**src/rtl/vram_arb.sv**
```systemverilog
// vram_arb: single-port VRAM arbiter between a graphics line fetcher and the CPU.
// The graphics fetcher owns the RAM whenever gfx_start or gfx_busy is high; the
// CPU gets the leftover cycles through a small IDLE / RD_WAIT / ACK state machine.
// Optional macro VRAM_ARB_WRBUF_EN compiles in a 2-entry posted-write FIFO.
//
// Handshake: cpu_req is held high with stable fields until cpu_ack; cpu_ack is a
// single-cycle registered pulse, and a new request is only looked at from the
// cycle after cpu_ack (the ACK state blocks issue), so acks are never back to back.
module vram_arb #(
    parameter int STALL_W = 8
) (
    input  logic               clk,
    input  logic               reset,
    input  logic               gfx_start,
    input  logic               gfx_busy,
    input  logic [13:0]        gfx_vaddr,
    output logic [15:0]        gfx_vdata,
    input  logic               cpu_req,
    input  logic               cpu_wren,
    input  logic [13:0]        cpu_addr,
    input  logic [15:0]        cpu_wrdata,
    input  logic [1:0]         cpu_bytesel,
    output logic               cpu_ack,
    output logic [15:0]        cpu_rddata,
    output logic [13:0]        ram_addr,
    output logic [15:0]        ram_wrdata,
    output logic [1:0]         ram_wren,
    input  logic [15:0]        ram_rddata,
    output logic [STALL_W-1:0] stall_max,
    output logic [1:0]         o_dbg_state
);

    typedef enum logic [1:0] {
        S_IDLE    = 2'd0,
        S_RD_WAIT = 2'd1,
        S_ACK     = 2'd2
    } state_t;

    state_t               r_state;
    logic                 r_ack;
    logic [15:0]          r_rddata;
    logic [STALL_W-1:0]   r_stall_cnt;
    logic [STALL_W-1:0]   r_stall_max;

    logic w_gfx_own;
    logic w_idle;
    logic w_rd_issue;
    logic w_wr_go;
    logic w_accept;
    logic w_waiting;

    assign w_gfx_own = gfx_start | gfx_busy;
    // Reset forces the RAM port back to the graphics address with no write.
    assign w_idle    = (r_state == S_IDLE) && !reset;
    assign gfx_vdata = ram_rddata;

`ifdef VRAM_ARB_WRBUF_EN
    logic [13:0] r_fifo_addr [2];
    logic [15:0] r_fifo_data [2];
    logic [1:0]  r_fifo_bsel [2];
    logic        r_rd_ptr;
    logic        r_wr_ptr;
    logic [1:0]  r_count;
    logic        w_empty;
    logic        w_full;
    logic        w_pop;

    assign w_empty    = (r_count == 2'd0);
    assign w_full     = (r_count == 2'd2);
    // Buffered writes drain whenever graphics leaves the port free, oldest first.
    assign w_pop      = !w_empty && !w_gfx_own && !reset;
    // Writes are posted into the FIFO even while graphics owns the RAM.
    assign w_wr_go    = w_idle && cpu_req && cpu_wren && !w_full;
    // Reads wait for the FIFO to empty so they never overtake a posted write.
    assign w_rd_issue = w_idle && cpu_req && !cpu_wren && !w_gfx_own && w_empty;
    assign ram_addr   = w_pop ? r_fifo_addr[r_rd_ptr] : (w_rd_issue ? cpu_addr : gfx_vaddr);
    assign ram_wren   = w_pop ? r_fifo_bsel[r_rd_ptr] : 2'b00;
    assign ram_wrdata = r_fifo_data[r_rd_ptr];

    // Posted-write FIFO storage, pointers and occupancy.
    always_ff @(posedge clk or posedge reset) begin
        if (reset) begin
            r_rd_ptr <= 1'b0;
            r_wr_ptr <= 1'b0;
            r_count  <= 2'd0;
            for (int i = 0; i < 2; i++) begin
                r_fifo_addr[i] <= '0;
                r_fifo_data[i] <= '0;
                r_fifo_bsel[i] <= '0;
            end
        end else begin
            if (w_wr_go) begin
                r_fifo_addr[r_wr_ptr] <= cpu_addr;
                r_fifo_data[r_wr_ptr] <= cpu_wrdata;
                r_fifo_bsel[r_wr_ptr] <= cpu_bytesel;
                r_wr_ptr              <= ~r_wr_ptr;
            end
            if (w_pop) begin
                r_rd_ptr <= ~r_rd_ptr;
            end
            if (w_wr_go && !w_pop) begin
                r_count <= r_count + 2'd1;
            end else if (!w_wr_go && w_pop) begin
                r_count <= r_count - 2'd1;
            end
        end
    end
`else
    assign w_wr_go    = w_idle && cpu_req && cpu_wren && !w_gfx_own;
    assign w_rd_issue = w_idle && cpu_req && !cpu_wren && !w_gfx_own;
    assign ram_addr   = (w_rd_issue || w_wr_go) ? cpu_addr : gfx_vaddr;
    assign ram_wren   = w_wr_go ? cpu_bytesel : 2'b00;
    assign ram_wrdata = cpu_wrdata;
`endif

    assign w_accept = w_rd_issue || w_wr_go;
    // Only cycles spent waiting in IDLE count as stall; an access already in
    // flight (RD_WAIT, ACK) is normal latency, not a stall.
    assign w_waiting = cpu_req && (r_state == S_IDLE) && !w_accept;

    // CPU access state machine with registered ack and read data.
    always_ff @(posedge clk or posedge reset) begin
        if (reset) begin
            r_state  <= S_IDLE;
            r_ack    <= 1'b0;
            r_rddata <= 16'h0000;
        end else begin
            r_ack <= 1'b0;
            case (r_state)
                S_IDLE: begin
                    if (w_rd_issue) begin
                        r_state <= S_RD_WAIT;
                    end else if (w_wr_go) begin
                        r_state <= S_ACK;
                        r_ack   <= 1'b1;
                    end
                end
                S_RD_WAIT: begin
                    r_rddata <= ram_rddata;
                    r_state  <= S_ACK;
                    r_ack    <= 1'b1;
                end
                S_ACK: begin
                    r_state <= S_IDLE;
                end
                default: begin
                    r_state <= S_IDLE;
                end
            endcase
        end
    end

    // Stall counter and high-water mark, both saturating.
    always_ff @(posedge clk or posedge reset) begin
        if (reset) begin
            r_stall_cnt <= '0;
            r_stall_max <= '0;
        end else begin
            if (w_accept) begin
                r_stall_cnt <= '0;
            end else if (w_waiting && (r_stall_cnt != '1)) begin
                r_stall_cnt <= r_stall_cnt + STALL_W'(1);
            end
            if (r_stall_cnt > r_stall_max) begin
                r_stall_max <= r_stall_cnt;
            end
        end
    end

    assign cpu_ack     = r_ack;
    assign cpu_rddata  = r_rddata;
    assign stall_max   = r_stall_max;
    assign o_dbg_state = r_state;

endmodule

```
**config.mk**
```make
export PLATFORM = sky130hd
export DESIGN_NAME = vram_arb
export DESIGN_NICKNAME = d
export VERILOG_FILES = /design/src/rtl/vram_arb.sv
export SDC_FILE = /design/constraint.sdc
export NUM_CORES = 1
export LEC_CHECK = 0
export CAP_MARGIN = 20
export CORE_AREA = 5 5 58 112
export CTS_BUF_LIST = sky130_fd_sc_hd__clkbuf_8
export CTS_CLUSTER_DIAMETER = 40
export DETAILED_ROUTE_END_ITERATION = 16
export DIE_AREA = 0 0 63 117
export GPL_TIMING_DRIVEN = 0
export PLACE_DENSITY = 0.81
export SLEW_MARGIN = 0
export SYNTH_ARGS = -nofsm -noshare
export SYNTH_HDL_FRONTEND = slang
export SYNTH_SLANG_ARGS = --single-unit
```
**constraint.sdc**
```tcl
create_clock -name clk -period 3 [get_ports clk]
set_input_delay 0.75 -clock clk [delete_from_list [all_inputs] [get_ports clk]]
set_output_delay 0.75 -clock clk [all_outputs]
set_load 0.01 [all_outputs]
```
Word-level counts from Yosys, hierarchy flattened
Index checks and enable logic that the tools add are counted.

Register bits after elaboration: 35. Input port bits: 68. Output and inout port bits: 75. Word-level logic and storage cells: 37.

Add/sub/neg operators: 1. Order comparisons: 1. Eq/ne operators: 3. Muxes and demuxes: 10. Bitwise operators: 1. Reduce and logical (&&, ||, !) cells: 16.

Operators by type and width (number): two-way mux 8 bit (2); two-way mux 14 bit (1); logical AND 1 bit (9); adder 8 x 1 -> 8 bit, second input constant (1); greater-than comparator 8 bit (1); inequality test 8 bit, second input constant (1); two-way mux 2 bit (3); logical NOT 1 bit (4); one-hot mux 2 bit (2 select lines) (1); inequality test 3 bit, second input constant (1); == test 2 x 1 -> 1 bit, second input constant (1); logical NOT 2 bit (1); two-way mux 1 bit (2); one-hot mux 1 bit (2 select lines) (1); nonzero test 2 bit (1); logical OR 1 bit (1); OR 1 bit (1).

Logic depth before layout (Yosys ltp)
Gate-level depths: netlist of the first run.

Word-level depth: 11. Mapped depth: 7. Depth with buffers taken out: 7.

Worst setup path after synthesis of the first run
OpenSTA, ideal clock, no wires.

Kind: input to output. Start point: in cpu_req. End point: out ram_addr[10]. Data arrival time: 1.604 ns. Required time: 2.250 ns. Setup slack: 0.646 ns. Cell stages on the path: 6. Path buffers: 2. Cell sequence: nor3b_4 > and2_1 > buf_2 > buf_2 > nand2_1 > nand2_1.

Word-level cells in the longest chain between the ends: 5. Elaborated cells on any way between the ends: 7. Classes of those cells: mux: 1; reduce/logical: 6.

RTL lines: start: declaration (line 18) `input logic cpu_req,`; logical AND 1 bit (*) (line 109, 110); logical AND 1 bit (on tied branches) (2 in series) (line 110, 109); logical OR 1 bit (*) (line 111) `assign ram_addr = (w_rd_issue || w_wr_go) ? cpu_addr : gfx_vaddr;`; two-way mux 14 bit (*) (line 111); end: declaration (line 25) `output logic [13:0] ram_addr,`.

Every way passes the cells marked *; elsewhere a longest branch is shown, timed or not.

Final worst setup path of the first run
Start point: in cpu_req. End point: out ram_addr[8].

The elaborated chain is that of the path after synthesis.

==> results_tabular.tex, run 1 <==
\begin{tabular}{lr}
\hline
Metric & Value \\
\hline
\multicolumn{2}{l}{\textbf{Drt}} \\
Remaining antenna violation count after routing & 0 \\
DR vias/cell & 4.93 \\
Routed wire per std cell & 15.3 um \\
Via total after detailed routing & 2049 \\
Pre-antenna DRT Iters & 4 \\
Residual DRC & 0 \\
Initial DRC Count & 57 \\
DRT Wirelength & 6.38 mm \\
\multicolumn{2}{l}{\textbf{Clocking}} \\
Total number of clock tree sinks & 35 \\
Clock transition at path regs & 70 ps \\
Number of buffers added by the clock tree synthesis step & 5 \\
Number of H-tree branching levels & 2 \\
Post-cts hold buffer count & 0 \\
Buffer depth of the longest clock path & 2 \\
Cell chosen for the clock root & clkbuf\_8 \\
TritonCTS clock tree & done \\
Clk\_lat worst skew & 290 ps \\
\multicolumn{2}{l}{\textbf{Yosys}} \\
Leading cell type by number of instances after synthesis & nand2\_1 \\
Count of state elements after synthesis & 35 \\
Mapped Nets & 292 \\
Leading cell types by total area after synthesis & dfrtp\_1, mux2\_2, buf\_4 \\
Synthesis warning total & 0 \\
Count of unique library cells instantiated by Yosys & 31 \\
Count of mapped cells out of synthesis & 215 \\
Post-synthesis sequential area ratio & 41.8\% \\
Number of enable flip-flop cells after synthesis & 0 \\
Yosys top cell by area & dfrtp\_1 \\
Area share of the leading cell type in the synthesized netlist & 41.8\% \\
Ys async rst share & 100\% \\
Commonest register cell after synthesis & dfrtp\_1 \\
Post-synth design cell area & 2100 um\^{}2 \\
Mean cell area of the mapped netlist & 9.75 um\^{}2 \\
Leading post-synthesis cells by instance count & nand2\_1, dfrtp\_1, buf\_4 \\
\multicolumn{2}{l}{\textbf{STA}} \\
Final setup violation count & 0 \\
Final-report hold violation count & 0 \\
Slew at the pin closest to its max-slew limit & 614 ps \\
Worst Clk Skew & 11.2 ps \\
Post-route setup slack & 75.3 ps \\
Worst relative slew slack & 59.0\% \\
Count of final max-slew check failures & 0 \\
Hold\_ws & 513 ps \\
Final Cycle Share & 97.5\% \\
Setup repair after global routing missed its margin & false \\
Peak Freq & 0.342 GHz \\
Time the worst path needs with I/O delays and setup & 2920 ps \\
\multicolumn{2}{l}{\textbf{Placement}} \\
Post-placement worst setup slack & -598 ps \\
Routability cong. & 0.881 \\
Number of input and output port buffers inserted & 126 \\
Dpl hpwl & 5.22 mm \\
\multicolumn{2}{l}{\textbf{Die}} \\
Initial Utilization & 37.3\% \\
Total I/O pin count & 143 \\
Count of standard-cell rows & 39 \\
Height of the die & 117 um \\
Total Die Area & 7370 um\^{}2 \\
Overall die width & 63 um \\
Placeable core region & 5610 um\^{}2 \\
\multicolumn{2}{l}{\textbf{Power and ir drop}} \\
Peak supply drop & 0.706 mV \\
Total leakage power & 1.71 nW \\
PD cells & 595 nW/um\^{}2 \\
Total Power Consumption & 2.15 mW \\
\multicolumn{2}{l}{\textbf{Setup path}} \\
Critical path capture point type & output port \\
Critical path required time & 2250 ps \\
Class of the most critical setup path & input port to output port \\
Largest fanout of any net on the critical path & 10 \\
Kind of start point of the critical path & input port \\
Data arrival time of the worst path & 2170 ps \\
\multicolumn{2}{l}{\textbf{Layout}} \\
Fin nets & 431 \\
Fraction of layout instances using a drive strength above 1 & 28.5\% \\
Fillers & 453 \\
Antenna diodes & 0 \\
Post-synthesis to final-layout area growth & 72.1\% \\
\multicolumn{2}{l}{\textbf{Global routing}} \\
Pin count of the biggest net entering global routing & 23 \\
Via count of the first global-routing pass & 2203 \\
Antenna violations before repair & 0 \\
Total routing resource utilization after global routing & 17.3\% \\
First-pass GRT wire length & 10.0 mm \\
Grt ovf & 0 \\
\multicolumn{2}{l}{\textbf{Worst hold path}} \\
Worst min-delay path class & register to register \\
\multicolumn{2}{l}{\textbf{Run}} \\
Max-capacitance violation count & 0 \\
\multicolumn{2}{l}{\textbf{Run status}} \\
Result of the run & finished clean \\
\hline
\end{tabular}
==> metal layers <==
layer | GRT usage [%] | part of all wire (%)
met4 | 9.21 | 3.7
met3 | 10.0 | 14
met1 | 17.0 | 34
met2 | 28.5 | 49
met5 | 0 | 0
==> power by group <==
| group | internal, mW | total, mW | switching (mW) |
|---|---|---|---|
| clock | 0.252 | 0.436 | 0.184 |
| sequential | 0.599 | 0.721 | 0.123 |
| combinational | 0.581 | 0.990 | 0.409 |
==> cell families after synthesis <==
family | Yosys count | synth area share, %
XOR/XNOR | 3 | 1.25
adder cells (fa/ha/maj) | 9 | 5.37
buffers and inverters | 49 | 14.9
flip-flops | 35 | 41.8
multiplexers | 24 | 12.8
AO/OA/AOI/OAI | 16 | 5.49
AND/OR/NAND/NOR | 79 | 18.3
==> stage by stage <==
stage | setup TNS, ps | utilization, % | cell area (um^2) | std cells
detailed placement | -8470 | 61.7 | 3460 | 403
global route | 0 | 64.3 | 3610 | 416
floorplan | 0 | - | 2100 | 215
global placement | -7560 | 61.2 | 3430 | 402
CTS | -35.4 | 65.1 | 3650 | 416
finish | 0 | 64.3 | 3610 | 416
==> worst paths after layout <==
check / start / endpoint / slack [ps] / depth (start not counted)
worst min-delay path: cpu_rddata[15] / cpu_rddata[15] / 510 / 1
worst min register to register: cpu_rddata[15] / cpu_rddata[15] / 510 / 1
worst max-delay path: cpu_req / ram_addr[8] / 80 / 8
min in group asynchronous: reset / cpu_rddata[12] / 620 / 2
worst max register to register: r_stall_cnt[1] / stall_max[5] / 1040 / 6
max in group asynchronous: reset / r_stall_cnt[7] / 1850 / 3
==> cell type report <==
cell class / count / area [um^2] / share of cell area (%)
well taps: 61 / 76.3 / 2.12
plain buffers: 37 / 289 / 8.01
clock buffers: 5 / 68.8 / 1.91
flip-flops and latches: 35 / 876 / 24.3
inverters: 11 / 41.3 / 1.14
multi-input cells: 131 / 931 / 25.8
clock inverters: 3 / 47.5 / 1.32
repair buffers: 133 / 1280 / 35.4
==> flip-flops by register name, indices dropped and copies added, names as in the netlist <==
name and flops:
o_dbg_state 2, cpu_ack 1, stall_max 8, cpu_rddata 16, r_stall_cnt 8
==> placed cells by master, fill, tap and decap left out, drive strengths merged, types with 2 or more instances in the layout <==
cell type and n:
clkdlybuf4s50 109, nand2 48, buf 46, dfrtp 35, mux2 23, clkbuf 16
inv 12, ha 9, nor2 8, a21oi 6, nand3 5, nor3 5
nand4 3, o21ai 3, and3 3, xnor2 3, nor2b 2, a31oi 2
a21o 2, dlygate4sd2 2
==> critical path: stages <==
cell and delay [ps]:
clkdlybuf4s50_1 470, nor3b_4 220, buf_6 140, nand2_4 80, buf_4 170, nand2_1 60, nand2_1 50, clkdlybuf4s15_2 220
==> what timing repair did <==
| item | CTS | global route |
|---|---|---|
| pin swaps | 1 | 1 |
| gates cloned | 1 | 1 |
| endpoints found under the setup margin | 16 | 14 |
| gates resized for setup | 38 | 27 |
| setup buffers | 4 | 0 |
Note: power is estimated with default switching activity, not from simulation.
==> run 2: changes to the inputs <==
- ABC_CLOCK_PERIOD_IN_PS: not set -> 3000
- TNS_END_PERCENT: not set -> 5
==> run 2 against run 1 <==
The flow now finishes with violations (negative setup slack). Total power about the same. Routed wire length down 1.0%. Flip-flop and latch count unchanged. Clock skew rose by 1.4 ps. Fmax is 3.7% lower. Utilization down 0.31 points. Cell count is 0.48% lower. Register-to-register slack is essentially flat. Clock power about the same. Die area stayed put. Via count hardly changed. Worst hold slack is essentially flat. Critical path type unchanged. Critical endpoint is now ram_addr[9]. Largest cell class unchanged. Largest power group unchanged. Highest routed layer unchanged.
==> results_tabular.tex, run 2 (synthesis results as in run 1) <==
\begin{tabular}{lr}
\hline
Metric & Value \\
\hline
\multicolumn{2}{l}{\textbf{Run status}} \\
Result of the run & complete, but fails checks \\
Failing checks & negative setup slack \\
\multicolumn{2}{l}{\textbf{Clocking}} \\
Buffer depth of the longest clock path & 2 \\
Number of buffers added by the clock tree synthesis step & 5 \\
Clk\_lat worst skew & 300 ps \\
Clock transition at path regs & 80 ps \\
Total number of clock tree sinks & 35 \\
TritonCTS clock tree & done \\
Number of H-tree branching levels & 2 \\
Post-cts hold buffer count & 0 \\
Cell chosen for the clock root & clkbuf\_8 \\
\multicolumn{2}{l}{\textbf{Die}} \\
Height of the die & 117 um \\
Placeable core region & 5610 um\^{}2 \\
Count of standard-cell rows & 39 \\
Overall die width & 63 um \\
Initial Utilization & 37.3\% \\
Total I/O pin count & 143 \\
Total Die Area & 7370 um\^{}2 \\
\multicolumn{2}{l}{\textbf{STA}} \\
Worst Clk Skew & 12.7 ps \\
Setup repair after global routing missed its margin & true \\
Final setup violation count & 1 \\
Slew at the pin closest to its max-slew limit & 612 ps \\
Final Cycle Share & 101\% \\
Time the worst path needs with I/O delays and setup & 3040 ps \\
Worst relative slew slack & 59.2\% \\
Sum of negative setup slack & -36.0 ps \\
Final-report hold violation count & 0 \\
Count of final max-slew check failures & 0 \\
Post-route setup slack & -36.0 ps \\
Peak Freq & 0.329 GHz \\
Hold\_ws & 513 ps \\
\multicolumn{2}{l}{\textbf{Layout}} \\
Max reg flops & 16 \\
Most frequent standard cell in the layout excluding fill and tap cells & clkdlybuf4s50\_1 \\
Final instance count without filler cells & 414 \\
Fin nets & 429 \\
Antenna diodes & 0 \\
Fillers & 457 \\
Core Util, Final & 64.0\% \\
Post-synthesis to final-layout area growth & 71.3\% \\
Most frequent cells in the layout & clkdlybuf4s50\_1, nand2\_1, buf\_4, dfrtp\_1, mux2\_2 \\
Fraction of layout instances using a drive strength above 1 & 27.5\% \\
Final instance area & 3590 um\^{}2 \\
\multicolumn{2}{l}{\textbf{Drt}} \\
Initial DRC Count & 63 \\
DR vias/cell & 4.95 \\
Pre-antenna DRT Iters & 4 \\
Residual DRC & 0 \\
Remaining antenna violation count after routing & 0 \\
DRT Wirelength & 6.31 mm \\
Routed wire per std cell & 15.3 um \\
Via total after detailed routing & 2048 \\
\multicolumn{2}{l}{\textbf{Global routing}} \\
Via count of the first global-routing pass & 2228 \\
Grt ovf & 0 \\
Pin count of the biggest net entering global routing & 23 \\
First-pass GRT wire length & 9.84 mm \\
Total routing resource utilization after global routing & 16.9\% \\
Antenna violations before repair & 0 \\
\multicolumn{2}{l}{\textbf{Placement}} \\
Number of input and output port buffers inserted & 126 \\
Cell Count Post-Placement & 403 \\
Routability cong. & 0.881 \\
Dpl hpwl & 5.22 mm \\
Post-placement worst setup slack & -598 ps \\
Post-detailed-placement cell area & 3460 um\^{}2 \\
\multicolumn{2}{l}{\textbf{Power and ir drop}} \\
PD cells & 598 nW/um\^{}2 \\
Peak supply drop & 0.705 mV \\
Internal portion of total power & 1.43 mW \\
Total Power Consumption & 2.15 mW \\
Register share of total power & 33.6\% \\
Part of the power in the clock network & 20.3\% \\
Total leakage power & 1.70 nW \\
Power spent charging and discharging nets & 0.716 mW \\
Comb pwr share & 46.1\% \\
Switching share of power & 33.4\% \\
\multicolumn{2}{l}{\textbf{Worst hold path}} \\
Worst min-delay path class & register to register \\
\multicolumn{2}{l}{\textbf{Setup path}} \\
Data arrival time of the worst path & 2290 ps \\
Critical path capture point type & output port \\
Largest fanout of any net on the critical path & 10 \\
Kind of start point of the critical path & input port \\
Critical path required time & 2250 ps \\
Class of the most critical setup path & input port to output port \\
\multicolumn{2}{l}{\textbf{Run}} \\
Max-capacitance violation count & 0 \\
\hline
\end{tabular}
## run 2: cell types whose count changed in the layout (fill, tap and decap cells not counted)
cell             delta
buf_2               -2
and2_1              +1
and2_4              -1
buf_4               -1
clkbuf_2            +1
clkdlybuf4s15_2     -1
dlygate4sd2_1       +1
## run 2: worst paths after layout
path                           startpoint             end  slack (ps)  cells after the start
setup / recovery                  cpu_req     ram_addr[9]         -40                      8
hold / removal              cpu_rddata[5]   cpu_rddata[5]         510                      1
setup reg to reg           r_stall_cnt[1]    stall_max[5]        1050                      6
hold reg to reg             cpu_rddata[5]   cpu_rddata[5]         510                      1
max in group asynchronous           reset  r_stall_cnt[7]        1850                      3
min in group asynchronous           reset  cpu_rddata[12]         620                      2
## run 2: final cells by class
cell class                      instances  area [um^2]  area share (%)
Buffer                                 38          300            8.37
Clock buffer                            5         68.8            1.92
Clock inverter                          3         47.5            1.32
Inverter                               11         41.3            1.15
Multi-Input combinational cell        131          928            25.9
Sequential cell                        35          876            24.4
Tap cell                               61         76.3            2.13
Timing Repair Buffer                  130         1250            34.9
## run 2: layer usage
metal | vias to the layer above | track usage (%) | share of wire (%)
met5 | - | 0 | 0
met4 | 0 | 10.2 | 4.0
met3 | 20 | 10.3 | 15
met2 | 123 | 27.8 | 49
met1 | 951 | 15.8 | 32
li1 | 954 | - | -
## run 2: repair_timing
| action | in CTS | in global routing |
|---|---|---|
| endpoints found under the hold margin | 0 | 0 |
| endpoints found under the setup margin | 16 | 14 |
| resized for setup | 26 | 34 |
| setup buffers | 3 | 0 |
| pin swaps | 1 | 1 |
## run 2: worst max-delay path, cell delays in order
cell and delay (ps):
clkdlybuf4s50_1 470, nor3b_4 200, buf_4 170, nand2_4 90
clkbuf_8 180, nand2_1 90, nand2_1 50, dlygate4sd2_1 280
## run 2: power by group through the flow
stage	Clock [mW]	Combinational (mW)	Sequential (mW)
after global placement	0	0.964	0.717
after global routing	0.467	1.08	0.741
after CTS	0.443	1.00	0.722
after floorplan	0	0.535	0.746
final	0.436	0.988	0.721
after detailed placement	0	1.00	0.730
==> run 3: changes to the inputs <==
- SKIP_CTS_REPAIR_TIMING: not set -> 1
==> run 3 against run 2 <==
The flow now finishes without violations. Clock-buffer cell count stayed put. Global-route usage is 0.28 points lower. Critical path depth is 1 lower. Combinational power hardly changed. Flip-flop and latch count stayed put. Cell count is 0.24% lower. Critical endpoint unchanged.
==> results_tabular.tex, run 3 (synthesis results as in run 1) <==
\begin{tabular}{lr}
\hline
Metric & Value \\
\hline
\multicolumn{2}{l}{\textbf{Setup path}} \\
Delay of the slowest cell on the worst path & 480 ps \\
Critical Path Start & cpu\_req \\
Critical path required time & 2250 ps \\
Register-to-register path setup slack & 1050 ps \\
Critical path capture point type & output port \\
Largest fanout of any net on the critical path & 10 \\
Kind of start point of the critical path & input port \\
Data arrival time of the worst path & 2250 ps \\
Class of the most critical setup path & input port to output port \\
Last element of the critical path & ram\_addr[9] \\
Critical Path Stages & 7 \\
Chain of cells forming the critical path & clkdlybuf4s50\_1 -> nor3b\_4 -> nand2\_2 -> buf\_2 -> nand2\_1 -> nand2\_1 -> dlymetal6s2s\_1 \\
Number of cells traversed by the worst register-to-register path & 6 \\
Kind of cell adding the most delay to the critical path & buffers and inverters \\
Endpoint of the lowest-slack register-to-register path & stall\_max[5] \\
Startpoint of the most critical register-to-register path & r\_stall\_cnt[1] \\
CP most frequent cell & nand2\_1 \\
Standard cell with the maximum stage delay on the critical path & clkdlybuf4s50\_1 \\
Number of buffers and inverters on the critical path & 3 \\
\multicolumn{2}{l}{\textbf{Die}} \\
Initial Utilization & 37.3\% \\
Total Die Area & 7370 um\^{}2 \\
Placeable core region & 5610 um\^{}2 \\
Height of the die & 117 um \\
Count of standard-cell rows & 39 \\
Overall die width & 63 um \\
Total I/O pin count & 143 \\
\multicolumn{2}{l}{\textbf{Run status}} \\
Result of the run & finished clean \\
\multicolumn{2}{l}{\textbf{Layout}} \\
Post-synthesis to final-layout area growth & 70.4\% \\
Most frequent standard cell in the layout excluding fill and tap cells & clkdlybuf4s50\_1 \\
Final instance count without filler cells & 413 \\
Fraction of layout instances using a drive strength above 1 & 27.3\% \\
Max reg flops & 16 \\
Fin nets & 428 \\
Most frequent cells in the layout & clkdlybuf4s50\_1, nand2\_1, buf\_4, dfrtp\_1, mux2\_2 \\
Core Util, Final & 63.6\% \\
Fillers & 456 \\
Antenna diodes & 0 \\
\multicolumn{2}{l}{\textbf{Placement}} \\
Number of input and output port buffers inserted & 126 \\
Cell Count Post-Placement & 403 \\
Routability cong. & 0.881 \\
Dpl hpwl & 5.22 mm \\
\multicolumn{2}{l}{\textbf{Drt}} \\
Initial DRC Count & 63 \\
Residual DRC & 0 \\
Pre-antenna DRT Iters & 4 \\
DRT Wirelength & 6.20 mm \\
Routed wire per std cell & 15.0 um \\
DR vias/cell & 4.90 \\
Remaining antenna violation count after routing & 0 \\
Via total after detailed routing & 2023 \\
\multicolumn{2}{l}{\textbf{Clocking}} \\
Clock transition at path regs & 80 ps \\
Number of buffers added by the clock tree synthesis step & 5 \\
Clk\_lat worst skew & 290 ps \\
Number of H-tree branching levels & 2 \\
Cell chosen for the clock root & clkbuf\_8 \\
TritonCTS clock tree & done \\
Buffer depth of the longest clock path & 2 \\
Total number of clock tree sinks & 35 \\
\multicolumn{2}{l}{\textbf{Power and ir drop}} \\
Peak supply drop & 0.707 mV \\
Total Power Consumption & 2.14 mW \\
Total leakage power & 1.70 nW \\
PD cells & 599 nW/um\^{}2 \\
\multicolumn{2}{l}{\textbf{STA}} \\
Final-report hold violation count & 0 \\
Setup repair after global routing missed its margin & true \\
Worst relative slew slack & 59.0\% \\
Count of final max-slew check failures & 0 \\
Peak Freq & 0.334 GHz \\
Sum of negative setup slack & 0 ps \\
Final setup violation count & 0 \\
Time the worst path needs with I/O delays and setup & 3000 ps \\
Final Cycle Share & 99.9\% \\
Worst Clk Skew & 10.6 ps \\
Slew at the pin closest to its max-slew limit & 614 ps \\
\multicolumn{2}{l}{\textbf{Worst hold path}} \\
Worst min-delay path class & register to register \\
\multicolumn{2}{l}{\textbf{Global routing}} \\
Grt ovf & 0 \\
Via count of the first global-routing pass & 2175 \\
Total routing resource utilization after global routing & 16.6\% \\
Pin count of the biggest net entering global routing & 23 \\
Antenna violations before repair & 0 \\
First-pass GRT wire length & 9.68 mm \\
\multicolumn{2}{l}{\textbf{Run}} \\
Max-capacitance violation count & 0 \\
\hline
\end{tabular}
-- run 3: cell count changes in the layout (fill, tap and decap cells not counted) --
cell	change
buf_4	-1
dlygate4sd2_1	-3
nor3_2	+1
and2_1	-1
clkbuf_8	-1
dlymetal6s2s_1	+2
nand2_4	-1
buf_2	+3
clkdlybuf4s50_1	+1
nand2_1	+1
clkbuf_2	-2
nor3_4	-1
and2_4	+1
-- run 3: where the power goes --
| part | total (mW) | leakage (nW) | internal, mW | switching, mW |
|---|---|---|---|---|
| combinational | 0.985 | 1.20 | 0.578 | 0.407 |
| clock | 0.435 | 0.0587 | 0.252 | 0.183 |
| sequential | 0.719 | 0.447 | 0.599 | 0.121 |
| total | 2.14 | 1.70 | 1.43 | 0.711 |
-- run 3: worst register-to-register path, stage by stage (launching register included) --
cell      delay (ps)
dfrtp_1          450
ha_1             330
nor2b_1          140
o211ai_1         180
a21oi_2          100
o22ai_4          270
mux2_2           380
-- run 3: area by class of cell --
class,count,area [um^2],share of cell area (%)
tap,61,76.3,2.14
sequential,35,876,24.5
inverter,11,41.3,1.16
multi-input combinational,131,917,25.7
clock inverter,3,47.5,1.33
buffer,38,292,8.16
clock buffer,5,68.8,1.93
timing repair buffer,129,1250,35.1
-- run 3: layer usage --
| metal | GRT usage [%] | share of wire [%] |
|---|---|---|
| met1 | 15.8 | 32 |
| met2 | 27.6 | 50 |
| met3 | 10.1 | 14 |
| met4 | 8.78 | 3.5 |
| met5 | 0 | 0 |
-- run 3: worst min path at each step --
stage,start,slack (ps),cells past startpoint,end
final,cpu_rddata[5],510,1,cpu_rddata[5]
after global routing,cpu_rddata[15],530,1,cpu_rddata[15]
after CTS,cpu_rddata[3],520,1,cpu_rddata[3]
after detailed placement,cpu_rddata[3],500,1,cpu_rddata[3]
after global placement,cpu_rddata[9],490,1,cpu_rddata[9]
after floorplan,cpu_rddata[0],550,1,cpu_rddata[0]
-- run 3: per-stage QoR --
step / hold slack [ps] / setup WS [ps] / instance area [um^2]
after detailed placement: 498 / -598 / 3460
after CTS: 517 / -586 / 3580
final: 512 / 3.86 / 3570
after global placement: 490 / -516 / 3430
after global routing: 527 / -74.4 / 3570
after floorplan: 551 / 646 / 2100
==> RTL edit 1 (flow settings as in run 3) <==
Register the output `o_dbg_state` once more, with the module's reset; this adds one clock of latency there. The other outputs are not delayed to match.
--- a/src/rtl/vram_arb.sv
+++ b/src/rtl/vram_arb.sv
@@ -170,7 +170,13 @@
     assign cpu_ack     = r_ack;
     assign cpu_rddata  = r_rddata;
     assign stall_max   = r_stall_max;
-    assign o_dbg_state = r_state;
+    always_ff @(posedge clk or posedge reset) begin
+        if (reset) begin
+            o_dbg_state <= '0;
+        end else begin
+            o_dbg_state <= r_state;
+        end
+    end
 
 endmodule
 
Function: changed (a bounded check fails within 4 cycles, from zero or initial values and one cycle with reset high).
==> RTL edit 1 against run 3 <==
- count of clock-buffer cells in the layout unchanged
- power increased by 24%
- clock power decreased by 17%
- routed wire length increased by 20%
- global-route usage increased by 2.2 points
- cell area increased by 12%
- sequential cell count increased by 2
- die area unchanged
- sequential power increased by 5.7%
- worst setup slack improved by 0.23 ns
- area after synthesis increased by 15%
==> RTL edit 1: results (changes against run 3) <==
metric	value	unit	change
# diodes	0		unchanged
mux share of post-synthesis cell area	14.5	%	was 12.8%
post-DP HPWL	5620	µm	was 5220 µm
status	completed		unchanged
first-pass GRT wire length	11400	µm	was 9680 µm
share of cells above drive strength 1	28.0	%	was 27.3%
complex-gate fraction of the synthesized area	12.4	%	was 5.49%
Clock transition at path regs	0.08	ns	about the same
vias	2380		was 2,023
number of global-route vias before repair	2291		was 2,175
GPL Wtd Cong	0.840		was 0.881
CP max FO	10		unchanged
top cells by count, synth	37 x dfrtp_1, 32 x buf_4, 31 x mux2_2		was 48 x nand2_1, 35 x dfrtp_1, 33 x buf_4
filler cell count	426		was 456
hold_ws	0.487	ns	was 0.512 ns
post-synthesis xor/xnor area fraction	0.728	%	was 1.25%
Seq/Total Area, Yosys	38.5	%	was 41.8%
First DRT Iteration DRCs	62		was 63
Crit path max-delay family	buffers and inverters		unchanged
ys async rst share	100	%	unchanged
GRT Total Usage	18.8	%	was 16.6%
Slowest-stage cell, CP	mux2_2		was clkdlybuf4s50_1
largest cells by area after synthesis	dfrtp_1 38%, mux2_2 15%, buf_4 10%		was dfrtp_1 42%, mux2_2 12%, buf_4 12%
worst-margin pin slew	0.775	ns	was 0.614 ns
Yosys cell types	35		was 31
worst hold path type	reg2reg		unchanged
R2R setup slack	0.79	ns	was 1.05 ns
initial antenna violation count	0		unchanged
placed cell area	3740	µm²	was 3460 µm²
clock buffer depth	2		unchanged
adder-cell share of the synthesized area	4.68	%	was 5.37%
drt total wl	7450	µm	was 6200 µm
hold depth	0		was 1
Nets	458		was 428
Slowest Stage Delay on Critical Path	0.28	ns	was 0.48 ns
Syn Nets	313		was 292
peak supply drop	0.794	mV	was 0.707 mV
Worst Skew	0.00352	ns	was 0.0106 ns
largest net degree at the start of global routing	38		was 23
Leak	1.93	nW	was 1.70 nW
==> RTL edit 1: cell types whose count changed after synthesis, sizes merged, moves of 3 or more <==
cell / run 3 / this run
nor4b: 1 / 8
xnor2: 3 / 0
nor3: 5 / 10
clkbuf: 1 / 4
nand3: 5 / 2
nand2: 48 / 13
o22ai: 1 / 8
nor2: 8 / 16
a211oi: 1 / 9
mux2: 23 / 31
==> RTL edit 1: kinds of logic (layout without fill, tap and decap cells) <==
| family | Yosys count | in the layout |
|---|---|---|
| and+or+nand+nor | 67 | 67 |
| DFF | 37 | 37 |
| adders and majority gates | 9 | 9 |
| xor gates and xnor gates | 2 | 2 |
| muxes | 31 | 31 |
| AOI/OAI and AO/OA | 37 | 37 |
| buffers and inverters | 53 | 199 |
==> RTL edit 1: final timing paths <==
check	to	startpoint
worst max-delay path	ram_addr[11]	gfx_start
worst min-delay path	o_dbg_state[1]	r_state[1]
worst max register to register	stall_max[7]	r_stall_cnt[5]
worst min register to register	o_dbg_state[1]	r_state[1]
max in group asynchronous	cpu_rddata[12]	reset
min in group asynchronous	r_stall_cnt[2]	reset
==> RTL edit 1: where the power goes <==
part           leakage (nW)  switching, mW  total [mW]  internal [mW]
Clock                0.0445          0.197       0.362          0.165
Sequential            0.474          0.127       0.760          0.634
Combinational          1.41          0.746        1.54          0.790
==> RTL edit 1: worst register-to-register path, delay by kind of cell, from the launching register on <==
kind                     cells  cell delay [ns]
AO/OA/AOI/OAI                3             0.47
buffers and inverters        1             0.42
AND/OR/NAND/NOR              1             0.43
flip-flops                   1             0.47
adder cells (fa/ha/maj)      1             0.35
==> RTL edit 1: stage by stage <==
step / util, % / std cells / worst slack (ns)
global placement: 66.7 / 423 / -0.704
global route: 71.3 / 443 / 0.168
CTS: 68.3 / 431 / -0.771
floorplan: - / 236 / 0.449
finish: 71.3 / 443 / 0.230
detailed placement: 66.7 / 423 / -0.749
==> RTL edit 1: layer usage <==
| layer | wire length [µm] | global-route usage (%) | up-vias | part of all wire, % |
|---|---|---|---|---|
| met3 | 576 | 5.16 | 8 | 7.7 |
| li1 | - | - | 1110 | - |
| met5 | 0 | 0 | - | 0 |
| met4 | 84 | 5.10 | 0 | 1.1 |
| met2 | 3810 | 32.6 | 135 | 51 |
| met1 | 2980 | 22.9 | 1127 | 40 |
==> RTL edit 1: final cells by class <==
| cell class | count | share of cell area [%] |
|---|---|---|
| buffer | 43 | 7.67 |
| clock buffer | 5 | 1.72 |
| clock inverter | 3 | 0.532 |
| inverter | 10 | 0.939 |
| multi-input combinational | 146 | 29.4 |
| sequential | 37 | 23.2 |
| tap | 61 | 1.91 |
| timing repair buffer | 138 | 34.7 |
==> RTL edit 2 (flow settings as in run 3) <==
Without the edit above. The parameter `STALL_W` goes from 8 to 12.
--- a/src/rtl/vram_arb.sv
+++ b/src/rtl/vram_arb.sv
@@ -7,7 +7,7 @@
 // single-cycle registered pulse, and a new request is only looked at from the
 // cycle after cpu_ack (the ACK state blocks issue), so acks are never back to back.
 module vram_arb #(
-    parameter int STALL_W = 8
+    parameter int STALL_W = 12
 ) (
     input  logic               clk,
     input  logic               reset,
Ports: changed (resized stall_max); port bits go from 143 to 147. No check against the original RTL was run, so the function may have changed too.
==> RTL edit 2 against run 3 <==
- area after synthesis is 23% higher
- synthesized cell count is 6.5% higher
- worst setup slack better by 0.14 ns
- worst hold slack worse by 0.0011 ns
- sequential cell count is 8 higher
- largest cell class unchanged
- critical path depth stayed put
- clock skew is 0.0073 ns lower
- die area stayed put
- critical endpoint unchanged
- largest power group unchanged
- combinational power is 15% higher
- cell area is 17% higher
- routed wire length is 5.9% higher
- power is 7.3% higher
==> RTL edit 2: results (changes against run 3) <==
metric	value	unit	change
GPL Wtd Cong	0.765		was 0.881
clk cell area share	2.10	%	was 3.26%
Slew Limit Headroom	40.4	%	was 59.0%
Worst Skew	0.00325	ns	was 0.0106 ns
largest cells by area after synthesis	dfrtp_1 42%, mux2_2 14%, buf_4 9.6%		was dfrtp_1 42%, mux2_2 12%, buf_4 12%
largest net degree at the start of global routing	44		was 23
min-delay src	cpu_rddata[14]		was cpu_rddata[5]
Cell Count Post-Placement	420		was 403
vias per std cell	4.97		was 4.90
share of cells above drive strength 1	27.9	%	was 27.3%
clock buffer count	6		was 5
Yosys cell types	30		was 31
non-clock buffer count	178		was 167
area grow syn2layout	62.5	%	was 70.4%
drt total wl	6560	µm	was 6200 µm
reg2reg end	stall_max[0]		was stall_max[5]
mux share of post-synthesis cell area	19.7	%	was 12.8%
Nets	457		was 428
WP data arrival	2.11	ns	was 2.25 ns
number of port buffers	130		was 126
Power Clock	0.372	mW	was 0.435 mW
FF+latch count	43		was 35
Place WS	-0.524	ns	was -0.598 ns
Slowest-stage cell, CP	nor4_4		was clkdlybuf4s50_1
adder-cell share of the synthesized area	6.34	%	was 5.37%
Seq/total area	25.8	%	was 24.5%
complex-gate fraction of the synthesized area	3.65	%	was 5.49%
top cells by count, synth	43 x dfrtp_1, 33 x buf_4, 32 x mux2_2		was 48 x nand2_1, 35 x dfrtp_1, 33 x buf_4
Internal	1.55	mW	was 1.43 mW
Multi-input comb cells	134		was 131
Pwr Total	2.30	mW	was 2.14 mW
hold_ws	0.511	ns	was 0.512 ns
post-synthesis xor/xnor area fraction	3.41	%	was 1.25%
placed cell area	3950	µm²	was 3460 µm²
Syn Nets	310		was 292
area taken by multi-input logic gates	1170	µm²	was 917 µm²
Slowest Stage Delay on Critical Path	0.36	ns	was 0.48 ns
peak supply drop	0.891	mV	was 0.707 mV
buffer share of cell area	40.9	%	was 43.2%
post-synth top area share	41.9	%	was 41.8%
number of global-route vias before repair	2315		was 2,175
R2R depth	7		was 6
status	completed		unchanged
Non-clock inverters	14		was 11
CP max FO	3		was 10
post-DP HPWL	5190	µm	was 5220 µm
vias	2172		was 2,023
hold endpoint	cpu_rddata[14]		was cpu_rddata[5]
Syn Inst Count	229		was 215
Power Sequential	0.796	mW	was 0.719 mW
## RTL edit 2: per-layer routing
| metal | share of wire, % | global-route usage [%] | wire length [µm] |
|---|---|---|---|
| met1 | 35 | 18.2 | 2300 |
| met2 | 52 | 30.1 | 3380 |
| met4 | 2.6 | 7.65 | 170 |
| met3 | 11 | 7.83 | 705 |
| met5 | 0 | 0 | 0 |
## RTL edit 2: how the worst max path moves through the flow
stage	from	end	slack, ns	depth (start not counted)
after floorplan	reset	ram_addr[11]	0.51	3
after global routing	o_dbg_state[0]	ram_addr[9]	-0.0007	8
after global placement	cpu_req	ram_addr[11]	-0.54	6
after detailed placement	cpu_req	ram_addr[11]	-0.52	6
final	reset	ram_addr[9]	0.14	7
after CTS	cpu_req	ram_addr[11]	-0.54	6
## RTL edit 2: cell families after synthesis
logic type,Yosys count
buffers and inverters,52
flip-flops,43
AO/OA/AOI/OAI,15
XOR/XNOR,10
AND/OR/NAND/NOR,54
adder cells (fa/ha/maj),13
multiplexers,42
